--- config.mk ---
export PLATFORM = sky130hd
export DESIGN_NAME = apb4_master_bridge_flat
export DESIGN_NICKNAME = d
export VERILOG_FILES = /design/src/rtl/apb4_master_bridge_if.sv /design/src/rtl/apb4_master_bridge.sv /design/src/flat_wrapper.sv
export SDC_FILE = /design/constraint.sdc
export NUM_CORES = 1
export LEC_CHECK = 0
export ABC_CLOCK_PERIOD_IN_PS = 5900
export CORE_ASPECT_RATIO = 2
export CORE_MARGIN = 2
export CORE_UTILIZATION = 44
export CTS_CLUSTER_SIZE = 20
export DETAILED_ROUTE_END_ITERATION = 10
export PLACE_DENSITY = 0.85
export SYNTH_ARGS = -nofsm -noshare
export SYNTH_HDL_FRONTEND = slang
export SYNTH_SLANG_ARGS = --single-unit
--- constraint.sdc ---
create_clock -name PCLK -period 5.9 [get_ports PCLK]
set_input_delay 0.885 -clock PCLK [delete_from_list [all_inputs] [get_ports PCLK]]
set_output_delay 0.885 -clock PCLK [all_outputs]
set_load 0.005 [all_outputs]
--- src/rtl/apb4_master_bridge_if.sv ---
// Command, response and APB4 bus bundle for apb4_master_bridge.
// The master modport is the bridge side; slave is the command producer / APB completer side.
interface apb4_master_bridge_if #(
  parameter int ADDR_WIDTH = 32,
  parameter int DATA_WIDTH = 32
) ();
  logic                      cmd_valid;
  logic                      cmd_ready;
  logic                      cmd_write;
  logic [ADDR_WIDTH-1:0]     cmd_addr;
  logic [DATA_WIDTH-1:0]     cmd_wdata;
  logic [DATA_WIDTH/8-1:0]   cmd_strb;
  logic [2:0]                cmd_prot;
  logic                      rsp_valid;
  logic                      rsp_ready;
  logic [DATA_WIDTH-1:0]     rsp_rdata;
  logic                      rsp_err;
  logic                      rsp_timeout;
  logic                      PSEL;
  logic                      PENABLE;
  logic                      PWRITE;
  logic [ADDR_WIDTH-1:0]     PADDR;
  logic [DATA_WIDTH-1:0]     PWDATA;
  logic [DATA_WIDTH/8-1:0]   PSTRB;
  logic [2:0]                PPROT;
  logic [DATA_WIDTH-1:0]     PRDATA;
  logic                      PREADY;
  logic                      PSLVERR;

  modport master (
    input  cmd_valid, cmd_write, cmd_addr, cmd_wdata, cmd_strb, cmd_prot, rsp_ready,
           PRDATA, PREADY, PSLVERR,
    output cmd_ready, rsp_valid, rsp_rdata, rsp_err, rsp_timeout,
           PSEL, PENABLE, PWRITE, PADDR, PWDATA, PSTRB, PPROT
  );

  modport slave (
    output cmd_valid, cmd_write, cmd_addr, cmd_wdata, cmd_strb, cmd_prot, rsp_ready,
           PRDATA, PREADY, PSLVERR,
    input  cmd_ready, rsp_valid, rsp_rdata, rsp_err, rsp_timeout,
           PSEL, PENABLE, PWRITE, PADDR, PWDATA, PSTRB, PPROT
  );
endinterface

--- src/rtl/apb4_master_bridge.sv ---
// APB4 requester: one SETUP/ACCESS transfer per accepted command, with PREADY wait
// states, optional ACCESS-phase timeout and a held valid/ready response.
module apb4_master_bridge #(
  parameter int ADDR_WIDTH = 32,
  parameter int DATA_WIDTH = 32,
  parameter int TIMEOUT    = 16
) (
  input logic                  PCLK,
  input logic                  PRESETn,
  apb4_master_bridge_if.master bus
);
  localparam int STRB_WIDTH = DATA_WIDTH / 8;
  localparam int CNT_WIDTH  = (TIMEOUT > 0) ? $clog2(TIMEOUT + 1) : 1;

  typedef enum logic [1:0] {
    IDLE   = 2'd0,
    SETUP  = 2'd1,
    ACCESS = 2'd2,
    RESP   = 2'd3
  } state_t;

  state_t                 state_r;
  logic                   init_done_r;
  logic [CNT_WIDTH-1:0]   wait_cnt_r;
  logic [CNT_WIDTH-1:0]   wait_cnt_nxt_s;
  logic                   timeout_hit_s;
  logic                   psel_r;
  logic                   penable_r;
  logic                   pwrite_r;
  logic [ADDR_WIDTH-1:0]  paddr_r;
  logic [DATA_WIDTH-1:0]  pwdata_r;
  logic [STRB_WIDTH-1:0]  pstrb_r;
  logic [2:0]             pprot_r;
  logic                   rsp_valid_r;
  logic [DATA_WIDTH-1:0]  rsp_rdata_r;
  logic                   rsp_err_r;
  logic                   rsp_timeout_r;

  // init_done_r keeps cmd_ready low for the first cycle after reset release
  assign bus.cmd_ready   = init_done_r && (state_r == IDLE);
  assign bus.PSEL        = psel_r;
  assign bus.PENABLE     = penable_r;
  assign bus.PWRITE      = pwrite_r;
  assign bus.PADDR       = paddr_r;
  assign bus.PWDATA      = pwdata_r;
  assign bus.PSTRB       = pstrb_r;
  assign bus.PPROT       = pprot_r;
  assign bus.rsp_valid   = rsp_valid_r;
  assign bus.rsp_rdata   = rsp_rdata_r;
  assign bus.rsp_err     = rsp_err_r;
  assign bus.rsp_timeout = rsp_timeout_r;

  // Saturating wait-counter increment and timeout detection for the current ACCESS cycle.
  always_comb begin
    wait_cnt_nxt_s = wait_cnt_r;
    timeout_hit_s  = 1'b0;
    if (wait_cnt_r != {CNT_WIDTH{1'b1}}) begin
      wait_cnt_nxt_s = wait_cnt_r + CNT_WIDTH'(1);
    end else begin
      wait_cnt_nxt_s = wait_cnt_r;
    end
    if ((TIMEOUT != 0) && (32'(wait_cnt_nxt_s) == 32'(TIMEOUT))) begin
      timeout_hit_s = 1'b1;
    end else begin
      timeout_hit_s = 1'b0;
    end
  end

  // Transfer FSM with all bus and response outputs registered.
  always_ff @(posedge PCLK or negedge PRESETn) begin
    if (!PRESETn) begin
      state_r       <= IDLE;
      init_done_r   <= 1'b0;
      wait_cnt_r    <= {CNT_WIDTH{1'b0}};
      psel_r        <= 1'b0;
      penable_r     <= 1'b0;
      pwrite_r      <= 1'b0;
      paddr_r       <= {ADDR_WIDTH{1'b0}};
      pwdata_r      <= {DATA_WIDTH{1'b0}};
      pstrb_r       <= {STRB_WIDTH{1'b0}};
      pprot_r       <= 3'd0;
      rsp_valid_r   <= 1'b0;
      rsp_rdata_r   <= {DATA_WIDTH{1'b0}};
      rsp_err_r     <= 1'b0;
      rsp_timeout_r <= 1'b0;
    end else begin
      init_done_r <= 1'b1;
      case (state_r)
        IDLE: begin
          if (bus.cmd_valid && init_done_r) begin
            psel_r    <= 1'b1;
            penable_r <= 1'b0;
            pwrite_r  <= bus.cmd_write;
            paddr_r   <= bus.cmd_addr;
            pwdata_r  <= bus.cmd_wdata;
            pprot_r   <= bus.cmd_prot;
            pstrb_r   <= bus.cmd_write ? bus.cmd_strb : {STRB_WIDTH{1'b0}};
            state_r   <= SETUP;
          end
        end
        SETUP: begin
          penable_r  <= 1'b1;
          wait_cnt_r <= {CNT_WIDTH{1'b0}};
          state_r    <= ACCESS;
        end
        ACCESS: begin
          if (bus.PREADY) begin
            rsp_rdata_r   <= pwrite_r ? {DATA_WIDTH{1'b0}} : bus.PRDATA;
            rsp_err_r     <= bus.PSLVERR;
            rsp_timeout_r <= 1'b0;
            rsp_valid_r   <= 1'b1;
            psel_r        <= 1'b0;
            penable_r     <= 1'b0;
            pstrb_r       <= {STRB_WIDTH{1'b0}};
            state_r       <= RESP;
          end else begin
            wait_cnt_r <= wait_cnt_nxt_s;
            if (timeout_hit_s) begin
              rsp_rdata_r   <= {DATA_WIDTH{1'b0}};
              rsp_err_r     <= 1'b1;
              rsp_timeout_r <= 1'b1;
              rsp_valid_r   <= 1'b1;
              psel_r        <= 1'b0;
              penable_r     <= 1'b0;
              pstrb_r       <= {STRB_WIDTH{1'b0}};
              state_r       <= RESP;
            end
          end
        end
        RESP: begin
          if (bus.rsp_ready) begin
            rsp_valid_r <= 1'b0;
            state_r     <= IDLE;
          end
        end
        default: begin
          psel_r      <= 1'b0;
          penable_r   <= 1'b0;
          pstrb_r     <= {STRB_WIDTH{1'b0}};
          rsp_valid_r <= 1'b0;
          state_r     <= IDLE;
        end
      endcase
    end
  end
endmodule

--- src/flat_wrapper.sv ---
// flat-port wrapper written by rule: the top's interface ports become plain ports
module apb4_master_bridge_flat 
#(
  parameter int ADDR_WIDTH = 32,
  parameter int DATA_WIDTH = 32,
  parameter int TIMEOUT    = 16
)
  (PCLK, PRESETn, bus_cmd_valid, bus_cmd_write, bus_cmd_addr, bus_cmd_wdata, bus_cmd_strb, bus_cmd_prot, bus_rsp_ready, bus_PRDATA, bus_PREADY, bus_PSLVERR, bus_cmd_ready, bus_rsp_valid, bus_rsp_rdata, bus_rsp_err, bus_rsp_timeout, bus_PSEL, bus_PENABLE, bus_PWRITE, bus_PADDR, bus_PWDATA, bus_PSTRB, bus_PPROT);
  apb4_master_bridge_if #(.ADDR_WIDTH(ADDR_WIDTH), .DATA_WIDTH(DATA_WIDTH)) bus_i ();
  input logic PCLK;
  input logic PRESETn;
  input wire logic [$bits(bus_i.cmd_valid)-1:0] bus_cmd_valid;
  input wire logic [$bits(bus_i.cmd_write)-1:0] bus_cmd_write;
  input wire logic [$bits(bus_i.cmd_addr)-1:0] bus_cmd_addr;
  input wire logic [$bits(bus_i.cmd_wdata)-1:0] bus_cmd_wdata;
  input wire logic [$bits(bus_i.cmd_strb)-1:0] bus_cmd_strb;
  input wire logic [$bits(bus_i.cmd_prot)-1:0] bus_cmd_prot;
  input wire logic [$bits(bus_i.rsp_ready)-1:0] bus_rsp_ready;
  input wire logic [$bits(bus_i.PRDATA)-1:0] bus_PRDATA;
  input wire logic [$bits(bus_i.PREADY)-1:0] bus_PREADY;
  input wire logic [$bits(bus_i.PSLVERR)-1:0] bus_PSLVERR;
  output wire logic [$bits(bus_i.cmd_ready)-1:0] bus_cmd_ready;
  output wire logic [$bits(bus_i.rsp_valid)-1:0] bus_rsp_valid;
  output wire logic [$bits(bus_i.rsp_rdata)-1:0] bus_rsp_rdata;
  output wire logic [$bits(bus_i.rsp_err)-1:0] bus_rsp_err;
  output wire logic [$bits(bus_i.rsp_timeout)-1:0] bus_rsp_timeout;
  output wire logic [$bits(bus_i.PSEL)-1:0] bus_PSEL;
  output wire logic [$bits(bus_i.PENABLE)-1:0] bus_PENABLE;
  output wire logic [$bits(bus_i.PWRITE)-1:0] bus_PWRITE;
  output wire logic [$bits(bus_i.PADDR)-1:0] bus_PADDR;
  output wire logic [$bits(bus_i.PWDATA)-1:0] bus_PWDATA;
  output wire logic [$bits(bus_i.PSTRB)-1:0] bus_PSTRB;
  output wire logic [$bits(bus_i.PPROT)-1:0] bus_PPROT;
  assign bus_i.cmd_valid = bus_cmd_valid;
  assign bus_i.cmd_write = bus_cmd_write;
  assign bus_i.cmd_addr = bus_cmd_addr;
  assign bus_i.cmd_wdata = bus_cmd_wdata;
  assign bus_i.cmd_strb = bus_cmd_strb;
  assign bus_i.cmd_prot = bus_cmd_prot;
  assign bus_i.rsp_ready = bus_rsp_ready;
  assign bus_i.PRDATA = bus_PRDATA;
  assign bus_i.PREADY = bus_PREADY;
  assign bus_i.PSLVERR = bus_PSLVERR;
  assign bus_cmd_ready = bus_i.cmd_ready;
  assign bus_rsp_valid = bus_i.rsp_valid;
  assign bus_rsp_rdata = bus_i.rsp_rdata;
  assign bus_rsp_err = bus_i.rsp_err;
  assign bus_rsp_timeout = bus_i.rsp_timeout;
  assign bus_PSEL = bus_i.PSEL;
  assign bus_PENABLE = bus_i.PENABLE;
  assign bus_PWRITE = bus_i.PWRITE;
  assign bus_PADDR = bus_i.PADDR;
  assign bus_PWDATA = bus_i.PWDATA;
  assign bus_PSTRB = bus_i.PSTRB;
  assign bus_PPROT = bus_i.PPROT;
  apb4_master_bridge #(.ADDR_WIDTH(ADDR_WIDTH), .DATA_WIDTH(DATA_WIDTH), .TIMEOUT(TIMEOUT)) u_core (.PCLK(PCLK), .PRESETn(PRESETn), .bus(bus_i));
endmodule
; After elaboration in Yosys (flattened, before gate mapping)
; Cells that the tools add are included.
[word_totals]
register_bits = 117
input_bits = 110
output_inout_bits = 110
word_cells = 68
[op_classes]
n_addsub = 1
eq_ne = 9
muxes = 29
n_reduce_logical = 15
[op_table]
columns = operator, n
row1 = 32-bit 2-to-1 mux, 3
row2 = 4-bit 2-to-1 mux, 4
row3 = 3-bit AND reduction, 4
row4 = 1-bit 2-to-1 mux, 10
row5 = 5-bit 2-to-1 mux, 2
row6 = 5-bit case mux with 2 select lines, 1
row7 = 2-bit 2-to-1 mux, 4
row8 = 2-bit case mux with 4 select lines, 1
row9 = 4-bit case mux with 2 select lines, 1
row10 = 2-bit nonzero test, 4
row11 = "2-bit != test, second input constant", 3
row12 = 2-bit AND reduction, 3
row13 = "5-bit by 1-bit adder with 5-bit output, second input constant", 1
row14 = "5-bit == test, second input constant", 1
row15 = "5-bit != test, second input constant", 1
row16 = "2-bit == test, second input constant", 2
row17 = 1-bit case mux with 2 select lines, 2
row18 = "3-bit by 2-bit != test with 1-bit output, second input constant", 1
row19 = 1-bit case mux with 3 select lines, 1
row20 = 3-bit nonzero test, 1
row21 = "2-bit by 1-bit == test with 1-bit output, second input constant", 1
row22 = 1-bit logical AND, 2
row23 = 2-bit zero test, 1

; Depth between registers and ports, before layout
; Gate-level depths: netlist of the first run.
[depth]
ltp_word = 7
ltp_mapped = 8
mapped_depth_nobuf = 6

; Worst setup path after synthesis of the first run
; No wires, ideal clock.
[synth_timing]
path_kind = input port to flip-flop
from = input bus_cmd_valid
to = register u_core.paddr_r[0], in the netlist u_core.bus.PADDR[0]
t_arrival_ps = 1938
setup_slack_ps = 3837
stages = 4
cell_sequence = and3_1 > clkbuf_1 > clkbuf_1 > mux2_2
[synth_via]
elab_chain_len = 2
[synth_rtl]
columns = item, line_no
row1 = start: declaration, flat_wrapper.sv:12  ; input wire logic [$bits(bus_i.cmd_valid)-1:0] bus_cmd_valid;
row2 = 1-bit logical AND, apb4_master_bridge.sv:90  ; if (bus.cmd_valid && init_done_r) begin
row3 = 2-bit AND reduction (no source line), --
row4 = end signal: assignment, apb4_master_bridge.sv:78  ; paddr_r <= {ADDR_WIDTH{1'b0}};
row5 = end signal: assignment, apb4_master_bridge.sv:94  ; paddr_r <= bus.cmd_addr;
row6 = end: declaration, apb4_master_bridge.sv:30  ; logic [ADDR_WIDTH-1:0] paddr_r;
; Every way passes these cells.
; A chain may end at the register's enable or synchronous reset.

; Worst setup path after layout of the first run
[layout_timing]
from = input bus_PREADY
to = register u_core.rsp_rdata_r[10], in the netlist u_core.bus.rsp_rdata[10]
[layout_via]
elab_chain_len = 2
elab_cells_between_ends = 3
[layout_rtl]
columns = item, line_no
row1 = start: declaration, flat_wrapper.sv:20  ; input wire logic [$bits(bus_i.PREADY)-1:0] bus_PREADY;
row2 = 2-bit nonzero test (no source line), --
row3 = 2-bit AND reduction (no source line), --
row4 = end signal: assignment, apb4_master_bridge.sv:83  ; rsp_rdata_r <= {DATA_WIDTH{1'b0}};
row5 = end signal: assignment, apb4_master_bridge.sv:108  ; rsp_rdata_r <= pwrite_r ? {DATA_WIDTH{1'b0}} : bus.PRDATA;
row6 = end signal: assignment, apb4_master_bridge.sv:119  ; rsp_rdata_r <= {DATA_WIDTH{1'b0}};
row7 = end: declaration, apb4_master_bridge.sv:35  ; logic [DATA_WIDTH-1:0] rsp_rdata_r;
; Parallel ways exist; a longest one is shown, timed or not.

==> results of run 1 <==
[cells by family after synthesis]
family	Yosys count
XOR/XNOR	1
AND/OR/NAND/NOR	40
buffers and inverters	23
AO/OA/AOI/OAI	67
adder cells (fa/ha/maj)	6
flip-flops	117
other	1
multiplexers	73
[routing by layer]
layer / global-route usage (%) / vias to the layer above / wire, microns
li1: - / 1645 / -
met1: 24.8 / 1823 / 4650
met2: 41.3 / 121 / 7580
met3: 7.07 / 30 / 654
met4: 10.3 / 0 / 458
met5: 0 / - / 0
[metrics by stage]
step	util [%]	setup WS [ns]	cells
finish	72.7	3.08	701
global route	72.7	2.93	701
global placement	67.0	2.79	669
detailed placement	67.0	2.68	669
floorplan	-	3.84	328
CTS	72.7	3.08	701
[sequential cells by signal, summed over array words and instances, names as in the netlist]
register / count
u_core.init_done_r: 1
u_core.bus.PSEL: 1
u_core.wait_cnt_r: 5
u_core.bus.PWDATA: 32
u_core.bus.rsp_timeout: 1
u_core.bus.PENABLE: 1
u_core.state_r: 2
u_core.bus.PSTRB: 4
u_core.bus.PADDR: 32
u_core.bus.rsp_valid: 1
u_core.bus.rsp_err: 1
u_core.bus.PPROT: 3
u_core.bus.PWRITE: 1
u_core.bus.rsp_rdata: 32
[area by class of cell]
cell class,instances,area [sq um]
multi-input combinational,188,1690
fill,784,2860
inverter,6,22.5
tap,137,171
timing repair buffer,221,2200
sequential,117,2930
clock buffer,19,453
clock inverter,13,149
[placed cells by master (no fill, tap or decap), types with 3 or more instances in the layout]
master,netlist,layout
clkdlybuf4s50_1,0,218
a22o_1,32,32
clkinvlp_4,0,3
nand2b_1,3,3
clkinv_4,0,4
nor2b_1,8,8
o21ai_0,6,6
o22ai_1,4,4
ha_1,6,6
dfrtp_1,117,117
inv_1,6,6
clkbuf_16,0,17
buf_4,0,3
mux2_2,68,68
inv_6,0,3
mux2i_1,4,4
nand2_1,14,14
nor2_1,7,6
a22oi_1,4,4
[power by group through the flow]
stage	clock network, uW	logic [uW]	registers, uW
6_report	1030	1600	1410
3_3_place_gp	0	1560	1390
5_1_grt	1090	1710	1450
2_1_floorplan	0	629	1410
4_1_cts	1050	1620	1410
3_5_place_dp	0	1610	1410
[worst register-to-register path, delay by kind of cell, from the launching register on]
kind,cells,cell delay [ns]
AO/OA/AOI/OAI,1,0.31
adder cells (fa/ha/maj),1,0.48
buffers and inverters,1,0.14
flip-flops,1,0.41
AND/OR/NAND/NOR,2,1.18
[worst paths after layout]
path / end / start / cells after the start
max: u_core.bus.rsp_rdata[10]$_DFFE_PN0P_ / bus_PREADY / 4
min: u_core.bus.rsp_rdata[20]$_DFFE_PN0P_ / PRESETn / 1
max reg2reg: u_core.bus.rsp_rdata[10]$_DFFE_PN0P_ / u_core.state_r[0]$_DFFE_PN0P_ / 5
min reg2reg: u_core.bus.rsp_timeout$_DFFE_PN0P_ / u_core.bus.rsp_timeout$_DFFE_PN0P_ / 1
max in group asynchronous: u_core.bus.PWDATA[4]$_DFFE_PN0P_ / PRESETn / 2
min in group PCLK: u_core.bus.rsp_timeout$_DFFE_PN0P_ / u_core.bus.rsp_timeout$_DFFE_PN0P_ / 1
==> impl_metrics.toml, run 1 <==
[outcome]
status = "finished, final reports clean"

[worst_hold_path]
hold_path.class = "in -> async"

[synth]
synth-edff-count = 0
synthesis.area_per_instance_sq_um = 14.4
synth.distinct_cells = 41
syn_area_sq_mm = 0.00473
ys_async_sr_fraction_pct = 100
synth_common_cells = "dfrtp_1, mux2_2, a22o_1, nand2_1"
yosysTopAreaCellShare_pct = 61.8
synth_top_family_by_area = "multiplexers"
muxShareOfSynthArea_pct = 17.5
synth_compound_area_share_pct = 12.0
syn_nets = 444
synth-xor-area-share_pct = 0.185
ys_seq_area_share_pct = 61.8
synth_warnings = 0
ys.flop_type = "dfrtp_1"
yosysMostFrequentCell = "dfrtp_1"
ys_ff_latch = 117
syn_inst = 328
synth-simple-area-share_pct = 4.39
yosys.area.top_type = "dfrtp_1"
synth.area.top_cells = "dfrtp_1, mux2_2, a22o_1"
synth_fa_ha_area_share_pct = 1.59

[route]
routedWlPerCell_microns = 19.0
vias_per_cell = 5.16
dr_total_vias = 3619
wl_microns = 13300
ant_nets = 0
drtIter0Drc = 180
dr.pass1.iters = 4
route.detailed.drc = 0

[clocking]
numCtsBuffers = 17
ctsRootBufferMaster = "clkbuf_16"
cts_tree = "done"
cts_hold_buf = 0
cts_setup_buffers = 0
cts_num_sinks = 117
cts_resized = 0
h-tree-depth = 4
clock_path_buffers = 2
clk_pin_slew_worst_paths_ns = 0.06
clock_latency_ns = 0.41

[sta]
max_clock_freq_mhz = 355
final.setup.tns_ns = 0
fin_crit_sh_pct = 47.7
maxSlewViolCount = 0
rsz0062_at_grt = "false"
worst_pin_slew_ns = 1.27
finalSetupViolations = 0
fin_worst_skew_ns = 0.0101
period_needed_ns = 2.82
whs_ns = 0.488
hold_violations = 0
max-slew-margin-rel_pct = 15.0

[pwr]
p_leak_uw = 0.00326
p_per_area_mw_per_mm2 = 529
clockPowerShare_pct = 25.5
p_switching_uw = 1170
pwr-share-seq_pct = 34.9
internal_power_uw = 2870
ir_drop_uv = 301
switching_share_pct = 28.9
finalPower_uw = 4030
p_comb_share_pct = 39.6

[worst_setup_path]
cpMaxStageDelayCell = "nor2_2"
critical_path.max_stage_delay_ns = 0.99
cp_data_required_time_ns = 6.23
crit_path_end_kind = "flop"
crit_buf_inv = 1
path_max_fanout = 32
start_kind = "input port"
crit_chain = "clkdlybuf4s50_1 > nand2_1 > nor2_2 > a22o_1"
worstSetupPathType = "in -> reg"
critPathTopFamily = "simple AND/OR/NAND/NOR gates"
r2r_slack_ns = 3.31
crit_arrival_ns = 3.14

[layout]
drive_gt1_share_pct = 19.5
area_growth_pct = 61.0
final_cell_area_sq_mm = 0.00762
antenna_cells = 0
fin_nets = 667

[place]
portBuffers = 219
place_hpwl_microns = 9710
placement.cell_area_sq_mm = 0.00702
gp_congestion = 0.800

[die]
die_area_sq_mm = 0.0117
core_sq_mm = 0.0105
die_h_microns = 151
pin_count = 220
start_util_pct = 45.2
rows = 53
dieWidth_microns = 77.4

[global_routing]
grt_pass1_wl_microns = 20700
grt_max_degree = 70
overflow = 0
grt_pass1_vias = 3974
antenna_found_initial = 0
grt.total_usage_pct = 23.1

[run]
max_cap_violations = 0
Note: power is estimated with default switching activity, not from simulation.
==> run 2, diff against run 1 <==
--- a/config.mk
+++ b/config.mk
@@ -5,13 +5,13 @@
 export SDC_FILE = /design/constraint.sdc
 export NUM_CORES = 1
 export LEC_CHECK = 0
-export ABC_CLOCK_PERIOD_IN_PS = 5900
+export ABC_CLOCK_PERIOD_IN_PS = 2410
 export CORE_ASPECT_RATIO = 2
 export CORE_MARGIN = 2
-export CORE_UTILIZATION = 44
+export CORE_UTILIZATION = 37
 export CTS_CLUSTER_SIZE = 20
 export DETAILED_ROUTE_END_ITERATION = 10
-export PLACE_DENSITY = 0.85
+export PLACE_DENSITY = 0.76
 export SYNTH_ARGS = -nofsm -noshare
 export SYNTH_HDL_FRONTEND = slang
 export SYNTH_SLANG_ARGS = --single-unit
==> constraint.sdc (replaced) <==
create_clock -name PCLK -period 2.41 [get_ports PCLK]
set_input_delay 0.3615 -clock PCLK [delete_from_list [all_inputs] [get_ports PCLK]]
set_output_delay 0.3615 -clock PCLK [all_outputs]
set_load 0.005 [all_outputs]
==> run 2 against run 1 <==
  * Hold slack worse by 0.14 ns
  * First-iteration DRC count decreased by 7.8%
  * Sequential share of layout area fell by 0.83 points
  * Clock skew rose by 0.00055 ns
  * Total power grew to 2.5 times the previous value
  * Critical path depth up 1
  * Core utilization down 11 points
  * Non-clock buffer count rose by 7
  * Register-to-register slack got worse by 3.2 ns
  * Global-route usage is 3.3 points lower
  * Critical path type is now reg -> reg
  * Highest routed layer unchanged
==> impl_metrics.toml, run 2 (synthesized netlist as in run 1, its figures left out) <==
[outcome]
status = "finished, final reports clean"

[worst_setup_path]
path_max_fanout = 17
r2r-start = "u_core.wait_cnt_r[0]$_DFFE_PN0P_"
crit_arrival_ns = 2.60
rr_worst_depth = 5
path_depth = 5
r2r_slack_ns = 0.10
cp_data_required_time_ns = 2.70
crit_start = "u_core.wait_cnt_r[0]$_DFFE_PN0P_"
crit_path_end_kind = "flop"
crit_buf_inv = 0
critical_path.max_stage_delay_ns = 0.50
crit_chain = "ha_1 > or2_1 > a211oi_4 > o221ai_4 > a22o_1"
cpMaxStageDelayCell = "a211oi_4"
start_kind = "flop"
critPathCapture = "u_core.bus.rsp_rdata[9]$_DFFE_PN0P_"
worstSetupPathType = "reg -> reg"
rr_endpoint = "u_core.bus.rsp_rdata[9]$_DFFE_PN0P_"
critPathTopFamily = "compound AO/OA/AOI/OAI gates"

[sta]
fin_worst_skew_ns = 0.0107
setup_slack_ns = 0.102
max-slew-margin-rel_pct = 57.7
worst_pin_slew_ns = 0.635
period_needed_ns = 2.31
max_clock_freq_mhz = 433
hold_violations = 0
fin_crit_sh_pct = 95.8
final.setup.tns_ns = 0
rsz0062_at_grt = "false"
maxSlewViolCount = 0
finalSetupViolations = 0

[pwr]
p_per_area_mw_per_mm2 = 1310
ir_drop_uv = 784
clockPowerShare_pct = 26.8
pwr-share-seq_pct = 33.6
p_switching_uw = 2920
internal_power_uw = 7270
switching_share_pct = 28.6
p_comb_share_pct = 39.6
p_leak_uw = 0.00333

[layout]
drive_gt1_share_pct = 20.5
final_cell_area_sq_mm = 0.00779
antenna_cells = 0
final_common_cell = "clkdlybuf4s50_1"
fillers = 1007
fin_nets = 675
final_cells = 722
area_growth_pct = 64.5
mostFrequentLayoutCells = "clkdlybuf4s50_1, dfrtp_1, mux2_2"

[die]
core_sq_mm = 0.0126
die_area_sq_mm = 0.0138
start_util_pct = 37.7
dieWidth_microns = 84.0
pin_count = 220
rows = 58
die_h_microns = 164

[route]
routedWlPerCell_microns = 19.1
dr_total_vias = 3638
drtIter0Drc = 166
route.detailed.drc = 0
dr.pass1.iters = 4
vias_per_cell = 5.04
wl_microns = 13800
ant_nets = 0

[clocking]
clock_latency_ns = 0.41
numCtsBuffers = 17
ctsRootBufferMaster = "clkbuf_16"
cts_num_sinks = 117
clk_pin_slew_worst_paths_ns = 0.06
cts_tree = "done"
clock_path_buffers = 2
h-tree-depth = 4

[global_routing]
antenna_found_initial = 0
grt_pass1_wl_microns = 20900
grt_pass1_vias = 4017
overflow = 0
grt.total_usage_pct = 19.7
grt_max_degree = 60

[place]
place_hpwl_microns = 10100
gp_congestion = 0.817
placement.cell_area_sq_mm = 0.00711
dpl_worst_slack_ns = 0.0691
portBuffers = 219
dp_cells = 688

[run]
max_cap_violations = 0

[worst_hold_path]
hold_path.class = "in -> async"
run 2: per-stage QoR:
step	util (%)	hold WS (ns)	power [uW]
final	62.0	0.353	10200
after global routing	62.0	0.362	10700
after global placement	56.6	0.232	7320
after floorplan	-	0.0659	4990
after detailed placement	56.6	0.235	7460
after CTS	61.8	0.350	10300
run 2: what timing repair did:
action                                  4_1_cts  5_1_grt
hold buffers                                  1        0
endpoints found under the setup margin        0       33
setup buffers                                 0        0
endpoints found under the hold margin        14        0
gates resized for setup                       0        1
run 2: layout make-up:
class	instances	area, sq um	share of cell area, %
inverters	6	22.5	0.289
multi-input cells	189	1720	22.1
clock buffers	19	453	5.81
repair buffers	228	2280	29.3
clock inverters	13	194	2.49
well taps	150	188	2.41
flip-flops and latches	117	2930	37.6
run 2: worst min-delay path by stage:
stage | start | slack, ns | depth (start not counted) | endpoint
6_report | PRESETn | 0.35 | 2 | u_core.bus.PADDR[5]$_DFFE_PN0P_
5_1_grt | PRESETn | 0.36 | 2 | u_core.bus.PADDR[5]$_DFFE_PN0P_
4_1_cts | PRESETn | 0.35 | 2 | u_core.bus.PADDR[5]$_DFFE_PN0P_
3_5_place_dp | PRESETn | 0.24 | 1 | u_core.bus.PADDR[5]$_DFFE_PN0P_
3_3_place_gp | PRESETn | 0.23 | 1 | u_core.bus.PADDR[9]$_DFFE_PN0P_
2_1_floorplan | PRESETn | 0.07 | 0 | u_core.bus.PADDR[0]$_DFFE_PN0P_
run 2: power by group through the flow:
stage	registers, uW	logic [uW]	clock network, uW
6_report	3430	4030	2730
5_1_grt	3550	4310	2870
4_1_cts	3430	4040	2780
3_5_place_dp	3440	4020	0
3_3_place_gp	3400	3910	0
2_1_floorplan	3450	1540	0
run 2: routing by layer:
layer | wire length (microns) | share of wire (%) | vias to the layer above | global-route usage, %
met4 | 683 | 4.9 | 0 | 11.1
met2 | 7720 | 56 | 153 | 36.2
met1 | 4630 | 34 | 1772 | 19.7
met5 | 0 | 0 | - | 0
met3 | 782 | 5.7 | 43 | 5.58
li1 | - | - | 1670 | -
